**config.mk**
```make
export PLATFORM = sky130hd
export DESIGN_NAME = mem_access_unit
export DESIGN_NICKNAME = d
export VERILOG_FILES = /design/src/rtl/mem_pkg.sv /design/src/rtl/mem_lane_align.sv /design/src/rtl/mem_access_unit.sv
export SDC_FILE = /design/constraint.sdc
export NUM_CORES = 1
export LEC_CHECK = 0
export BUFFER_PORTS_ARGS = -buffer_cell sky130_fd_sc_hd__buf_2
export CAP_MARGIN = 10
export CORE_ASPECT_RATIO = 1.2
export CORE_MARGIN = 2
export CORE_UTILIZATION = 45
export DETAILED_ROUTE_END_ITERATION = 12
export GPL_TIMING_DRIVEN = 0
export HOLD_SLACK_MARGIN = 0.15
export PLACE_DENSITY = 0.81
export SETUP_SLACK_MARGIN = 0.4
export SLEW_MARGIN = 40
export SYNTH_ARGS = -nofsm -noshare
export SYNTH_HDL_FRONTEND = slang
export SYNTH_HIERARCHICAL = 1
export SYNTH_SLANG_ARGS = --single-unit
```
**constraint.sdc**
```tcl
create_clock -name clock -period 1.9 [get_ports clock]
set_input_delay 0.38 -clock clock [delete_from_list [all_inputs] [get_ports clock]]
set_output_delay 0.38 -clock clock [all_outputs]
set_load 0.03 [all_outputs]
```
**src/rtl/mem_pkg.sv**
```systemverilog
// Shared encodings for the MEM-stage access unit: access sizes, RMW sequencer
// states and the memory-map bounds used by the surrounding pipeline.
package mem_pkg;

    localparam logic [1:0] SIZE_BYTE = 2'b00;
    localparam logic [1:0] SIZE_HALF = 2'b01;
    localparam logic [1:0] SIZE_WORD = 2'b10;

    localparam logic [1:0] ST_IDLE      = 2'd0;
    localparam logic [1:0] ST_RMW_READ  = 2'd1;
    localparam logic [1:0] ST_RMW_WRITE = 2'd2;

    localparam logic [31:0] TEXT_BASE = 32'h0040_0000;
    localparam logic [31:0] DATA_BASE = 32'h1001_0000;
    localparam logic [31:0] STACK_TOP = 32'h7FFF_EFFC;

    // Bytes never fault; halves need bit 0 clear; words (and reserved) need both clear.
    function automatic logic is_misaligned(input logic [1:0] size, input logic [1:0] offset);
        logic bad;
        bad = 1'b0;
        case (size)
            SIZE_BYTE: bad = 1'b0;
            SIZE_HALF: bad = offset[0];
            default:   bad = (offset != 2'b00);
        endcase
        return bad;
    endfunction

endpackage

```
**src/rtl/mem_lane_align.sv**
```systemverilog
// Byte-lane steering between a 32-bit memory word and sub-word accesses:
// extracts and extends load lanes, and splices store data into a read word.
module mem_lane_align
    import mem_pkg::*;
#(
    parameter bit BIG_ENDIAN = 1'b1
) (
    input  logic [31:0] rd,
    input  logic [31:0] wdata,
    input  logic [1:0]  offset,
    input  logic [1:0]  size,
    input  logic        is_unsigned,
    output logic [31:0] data,
    output logic [31:0] word
);

    logic [4:0]  byte_shift;
    logic [4:0]  half_shift;
    logic [31:0] byte_word;
    logic [31:0] half_word;
    logic [7:0]  byte_val;
    logic [15:0] half_val;

    // Big-endian places byte 0 in the top lane, so the shift counts from the MSB side.
    always_comb begin
        byte_shift = BIG_ENDIAN ? {~offset, 3'b000} : {offset, 3'b000};
        half_shift = BIG_ENDIAN ? {~offset[1], 4'b0000} : {offset[1], 4'b0000};
        byte_word  = rd >> byte_shift;
        half_word  = rd >> half_shift;
        byte_val   = byte_word[7:0];
        half_val   = half_word[15:0];
    end

    always_comb begin
        data = rd;
        case (size)
            SIZE_BYTE: data = is_unsigned ? {24'h0, byte_val} : {{24{byte_val[7]}}, byte_val};
            SIZE_HALF: data = is_unsigned ? {16'h0, half_val} : {{16{half_val[15]}}, half_val};
            default:   data = rd;
        endcase
    end

    always_comb begin
        word = wdata;
        case (size)
            SIZE_BYTE: word = (rd & ~(32'h0000_00FF << byte_shift))
                            | ({24'h0, wdata[7:0]} << byte_shift);
            SIZE_HALF: word = (rd & ~(32'h0000_FFFF << half_shift))
                            | ({16'h0, wdata[15:0]} << half_shift);
            default:   word = wdata;
        endcase
    end

endmodule

```
**src/rtl/mem_access_unit.sv**
```systemverilog
// MEM-stage data-memory initiator: zero-latency loads, single-cycle word stores,
// two-cycle read-modify-write for byte/half stores, misaligned detection and count.
module mem_access_unit
    import mem_pkg::*;
#(
    parameter bit BIG_ENDIAN = 1'b1,
    parameter int ERR_CNT_W  = 8
) (
    input  logic                 clock,
    input  logic                 reset_n,
    input  logic                 req_valid,
    input  logic                 req_write,
    input  logic [1:0]           req_size,
    input  logic                 req_unsigned,
    input  logic [31:0]          req_addr,
    input  logic [31:0]          req_wdata,
    input  logic [31:0]          mem_rd,
    output logic [31:0]          mem_addr,
    output logic [31:0]          mem_wd,
    output logic                 mem_we,
    output logic [31:0]          load_data,
    output logic                 stall,
    output logic                 misaligned,
    output logic [ERR_CNT_W-1:0] err_count
);

    localparam logic [ERR_CNT_W-1:0] ERR_ONE = {{(ERR_CNT_W-1){1'b0}}, 1'b1};

    logic [1:0]           state_reg, state_next;
    logic [1:0]           phase;
    logic [31:0]          merge_reg, merge_next;
    logic [ERR_CNT_W-1:0] err_reg;
    logic                 req_bad;
    logic                 sub_store;
    logic [31:0]          lane_load;
    logic [31:0]          lane_merge;

    assign mem_addr  = {req_addr[31:2], 2'b00};
    assign err_count = err_reg;
    assign req_bad   = is_misaligned(req_size, req_addr[1:0]);
    assign sub_store = req_valid && req_write && !req_bad
                    && (req_size == SIZE_BYTE || req_size == SIZE_HALF);

    // The read half of an RMW occupies the request's own first cycle, so a
    // sub-word store entering from IDLE is handled as RMW_READ right away.
    assign phase = (state_reg == ST_IDLE && sub_store) ? ST_RMW_READ : state_reg;

    mem_lane_align #(
        .BIG_ENDIAN (BIG_ENDIAN)
    ) u_lane (
        .rd          (mem_rd),
        .wdata       (req_wdata),
        .offset      (req_addr[1:0]),
        .size        (req_size),
        .is_unsigned (req_unsigned),
        .data        (lane_load),
        .word        (lane_merge)
    );

    always_comb begin
        state_next = state_reg;
        merge_next = merge_reg;
        mem_we     = 1'b0;
        mem_wd     = req_wdata;
        stall      = 1'b0;
        load_data  = 32'h0;
        misaligned = 1'b0;
        case (phase)
            ST_IDLE: begin
                if (req_valid) begin
                    if (req_bad) begin
                        misaligned = 1'b1;
                    end else if (!req_write) begin
                        load_data = lane_load;
                    end else begin
                        mem_we = 1'b1;
                    end
                end
            end
            ST_RMW_READ: begin
                if (req_valid) begin
                    stall      = 1'b1;
                    merge_next = lane_merge;
                    state_next = ST_RMW_WRITE;
                end else begin
                    state_next = ST_IDLE;
                end
            end
            ST_RMW_WRITE: begin
                mem_we     = 1'b1;
                mem_wd     = merge_reg;
                state_next = ST_IDLE;
            end
            default: state_next = ST_IDLE;
        endcase
        // Reset must silence the memory strobe within the same cycle.
        if (!reset_n) begin
            mem_we     = 1'b0;
            stall      = 1'b0;
            misaligned = 1'b0;
            load_data  = 32'h0;
        end
    end

    always_ff @(posedge clock or negedge reset_n) begin
        if (!reset_n) begin
            state_reg <= ST_IDLE;
            merge_reg <= 32'h0;
            err_reg   <= '0;
        end else begin
            state_reg <= state_next;
            merge_reg <= merge_next;
            if (misaligned && err_reg != {ERR_CNT_W{1'b1}}) begin
                err_reg <= err_reg + ERR_ONE;
            end
        end
    end

endmodule

```
# --- Yosys cells after proc, flatten, opt, wreduce, memory -nomap -nowiden ---
# Cells that the tools add are included.
word_totals:
  ff_bits: 42
  in_bits: 103
  output_inout_bits: 107
  wordCells: 60
classes:
  addsub: 1
  n_eq_ne: 4
  n_shift: 6
  mux: 26
  bitwise: 8
  n_reduce_logical: 12
ops:
  columns: ["cell", "count"]
  rows:
  - ["$mux W32", 8]
  - ["$pmux W32 S2", 2]
  - ["$and A32 B32 Y32", 2]
  - ["$not A32 Y32", 2]
  - ["$or A32 B32 Y32", 2]
  - ["$shl A16 B5 Y32", 1]
  - ["$shl A16 B5 Y32 const A", 1]
  - ["$shl A8 B5 Y32", 1]
  - ["$shl A8 B5 Y32 const A", 1]
  - ["$shr A32 B5 Y16", 1]
  - ["$shr A32 B5 Y8", 1]
  - ["$mux W1", 11]
  - ["$add A8 B1 Y8 const B", 1]
  - ["$ne A8 B8 Y1 const B", 1]
  - ["$logic_not A2 Y1", 3]
  - ["$logic_and A1 B1 Y1", 5]
  - ["$eq A2 B1 Y1 const B", 2]
  - ["$mux W2", 2]
  - ["$pmux W1 S2", 2]
  - ["$pmux W2 S2", 1]
  - ["$eq A2 B2 Y1 const B", 1]
  - ["$not A2 Y2", 1]
  - ["$reduce_and A2 Y1", 1]
  - ["$reduce_bool A2 Y1", 1]
  - ["other kinds (3)", 3]

# --- Logic depth before layout (Yosys ltp) ---
logic_depth:
  ltp_word: 11
  ltp_mapped: 8
  mapped_depth_nobuf: 5

# --- Modules after synthesis ---
# The synthesis kept the hierarchy.
modules_own_cells:
  columns: ["mod", "instances", "cells_each", "area_each_um2", "seq_area_each_um2"]
  rows:
  - ["mem_access_unit", 1, 217, 2492.4, 1026.0]
  - ["mem_lane_align", 1, 239, 1377.6, 0.0]

# --- Least setup slack after synthesis ---
# Ideal clock, no wire load.
synth_timing:
  path_type: "input to output"
  from: "input port req_size[1]"
  to: "output port load_data[23]"
  t_arrival_ps: 1586
  required_ps: 1520
  path_slack_ps: -66
  cell_stages: 7
  path_buffers: 4
  cell_sequence: "buf_2 -> buf_2 -> buf_4 -> clkbuf_1 -> nand2_1 -> nand2_1 -> and2_1"
synth_between:
  elab_cells_between_ends: 16
  cone_classes: "eq/ne: 1; mux: 8; reduce/logical: 7"
synth_lines:
  columns: ["element", "line_no", "text"]
  rows:
  - ["from (decl)", "mem_access_unit.sv:13", "input logic [1:0] req_size,"]
  - ["$eq A2 B1 Y1 / $logic_not A2 Y1 (equally long branches)", "mem_lane_align.sv:36", "case (size)"]
  - ["$pmux W32 S2 (*)", "mem_lane_align.sv:36", null]
  - ["net lane_load[23]", "mem_access_unit.sv:35", "logic [31:0] lane_load;"]
  - ["$mux W32 (*)", "mem_access_unit.sv:73", "end else if (!req_write) begin"]
  - ["$mux W32 (*)", "mem_access_unit.sv:71", "if (req_bad) begin"]
  - ["$mux W32 (*)", "mem_access_unit.sv:70", "if (req_valid) begin"]
  - ["$mux W32 (*)", "mem_access_unit.sv:68", "case (phase)"]
  - ["$mux W32 (*)", "mem_access_unit.sv:97", "if (!reset_n) begin"]
  - ["to (decl)", "mem_access_unit.sv:21", "output logic [31:0] load_data,"]
# Mark *: on every way through the listed nets, which the timed path passes. The rest lies on a longest branch.

# --- Worst setup path in the final report ---
layout_timing:
  from: "input port req_size[0]"
  to: "output port load_data[6]"
# Same word-level chain as after synthesis.

==> results.cfg <==
[placed_design]
port_buffers = 177
dp_cells = 751
gp_congestion = 0.8584
dp_slack_ps = -502.9
post-dp-hpwl_mm = 10.64

[synth]
yosysSeqAreaShare_pct = 26.51
synth_top_area_share_pct = 26.51
synth-seq-cells = 41
synth_area_leaders = dfrtp_1 (27%), mux2_2 (22%), nand2_1 (9.1%)
ys_warn_count = 6
synth.largest_area_cell = dfrtp_1
synth_area_um2 = 3870
synth-edff-count = 0
synth_cell_types = 38
avgSynthCellArea_um2 = 8.487
synthFlopType = dfrtp_1
async_reset_ff_share_pct = 100.0
netlist_instances = 456

[floorplan]
die_w_um = 88.66
fp.coreArea_um2 = 8472
row_count = 37
ioPinCount = 210
fp.dieH_um = 105.6
initial_core_util_pct = 45.68
dieArea_um2 = 9361

[power]
finalPower_mw = 3.985
p_clk_share_pct = 19.1
p_leak_nw = 3.334
pwr-share-seq_pct = 32.8
ir_worst_vdd_uv = 818.3
p_comb_share_pct = 48.1
power_density_nw_per_um2 = 592.5
p_switching_mw = 1.498
switching_share_pct = 37.60
p_int_mw = 2.486

[sta]
finClkSkew_ps = 6.123
tightest_slew_ps = 656.5
fin_crit_ps = 2149
fmax_mhz = 465.4
setup_viol = 88
holdWs_ps = -19.05
setup_slack_ps = -248.6
max_slew_margin_pct = 56.09
rsz0062_at_grt = yes
hold_viol_final = 23
slew_viol_final = 0
fin_crit_sh_pct = 113.1

[global_routing]
antenna_found_initial = 1
track_usage_pct = 32.73
grt_pass1_wl_mm = 23.58
first_global_vias = 4462
overflow = 0
grt_max_degree = 45

[clock_tree]
clock_sinks = 41
cts_tree = done
cts_buffers = 5
path_clk_slew_ps = 80
h-tree-depth = 2
cts.path.max_buffers = 2
cts_root_buf = clkbuf_8
insertion_delay_ps = 310

[routing]
ant_nets = 0
avgRoutedWirePerCell_um = 19.71
via_per_inst = 5.603
drcViolationCount = 0
drt-initial-drc-count = 378
wirelength_mm = 15.75
vias = 4477
drtPass1Iterations = 5

[final_layout]
fillers = 548
most-common-layout-cells = buf_2 (108), nand2_1 (89), buf_6 (88)
syn2layout_area_growth_pct = 73.78
drive_gt1_share_pct = 64.02
largest_reg_flops = 32
utilization_pct = 79.38
fin_nets = 784
layout.cells.non_filler = 799
layout_commonest_cell = buf_2
seqCellArea_um2 = 1031
multiInputGateArea_um2 = 2909

[critical_path]
r2r_slack_ps = -120
rr_endpoint = merge_reg[31]
critPathMaxFanout = 8
r2r_cells = 10
path_class = primary input to output pin
critPathLaunch = req_size[0]
crit_required_ps = 1520
crit_path_end_kind = output pin
rr_startpoint = state_reg[1]
cp_data_arrival_time_ps = 1770
start_kind = primary input
endpoint = load_data[6]

[hold_path]
hold_class = primary input to asynchronous set/reset pin

[run]
drv_cap = 0

[status]
violations = negative hold slack, negative setup slack
status = finished with violations
==> cells by family (layout without fill, tap and decap cells) <==
| kind of cell | after synthesis | count (layout) | share of synthesized area, % |
|---|---|---|---|
| compound gates | 86 | 86 | 14.35 |
| xor+xnor | 6 | 6 | 1.358 |
| fa+ha+maj | 1 | 1 | 0.3233 |
| buf+inv | 66 | 290 | 10.99 |
| flops | 41 | 41 | 26.51 |
| mux | 92 | 92 | 26.19 |
| other cells | 1 | 3 | 0.09690 |
| simple gates | 163 | 163 | 20.17 |
==> synthesized netlist by cell type, types with 2 or more instances <==
cell,number
nand2_1,94
mux2_2,74
dfrtp_1,41
buf_4,34
and2_1,33
a22oi_1,32
o21ai_0,25
mux2i_1,18
clkbuf_1,15
nor2_1,12
buf_2,10
a21oi_1,9
a22o_1,9
o21ai_1,7
xor2_1,6
buf_6,5
nor3_1,5
nor4_1,3
a21o_1,2
nand2b_1,2
nand3_1,2
nor2b_1,2
==> power by group through the flow <==
stage	combinational [mW]	sequential (mW)	clock [mW]
after floorplan	0.992	1.36	0
final	1.92	1.31	0.761
after CTS	1.83	1.29	0.763
after global routing	2.02	1.34	0.795
after detailed placement	1.52	1.30	0
after global placement	1.49	1.28	0
==> critical path: stages <==
cell     delay [ps]
buf_8           120
or2_1           220
buf_6           130
nor2b_4         120
buf_6           110
buf_12          140
a21oi_4         180
o21ai_2          70
and2_4          150
buf_6           130
==> routing by layer <==
metal | vias up | GRT usage [%] | wire length [um]
met5 | - | 0 | 0
met3 | 45 | 5.638 | 1108
met4 | 0 | 15.69 | 645
met2 | 265 | 54.37 | 8188
li1 | 2011 | - | -
met1 | 2156 | 40.23 | 5808
==> metrics by stage <==
step	setup TNS, ps	hold slack [ps]	instance area [um2]
floorplan	0	84.41	4262
global placement	-27100	474.2	5294
detailed placement	-15480	415.8	5296
CTS	-11390	-3.770	6526
global route	-14800	13.82	6725
finish	-11530	-19.05	6725
==> cell type report <==
class,instances,area share [%]
diodes,1,0.03721
plain buffers,65,9.879
clock buffers,7,1.284
clock inverters,1,0.4465
inverters,1,0.1116
multi-input cells,350,43.26
flip-flops and latches,41,15.33
well taps,117,2.177
repair buffers,216,27.48
==> worst min path at each step <==
stage	cells after the start	slack (ps)	endpoint
after floorplan	0	80	err_count[0]
after global placement	1	470	err_count[5]
after CTS	1	-4	err_count[7]
final	1	-20	err_count[7]
after global routing	1	10	merge_reg[27]
after detailed placement	1	420	merge_reg[27]
==> repair_timing <==
| item | in CTS | in global routing |
|---|---|---|
| gates resized for setup | 215 | 34 |
| pin swaps | 28 | 12 |
| buffers inserted | 20 | 10 |
| setup endpoints to repair | 106 | 107 |
| hold endpoints to repair | 41 | 41 |
| cloned | 9 | 0 |
(Power assumes the default switching activity.)
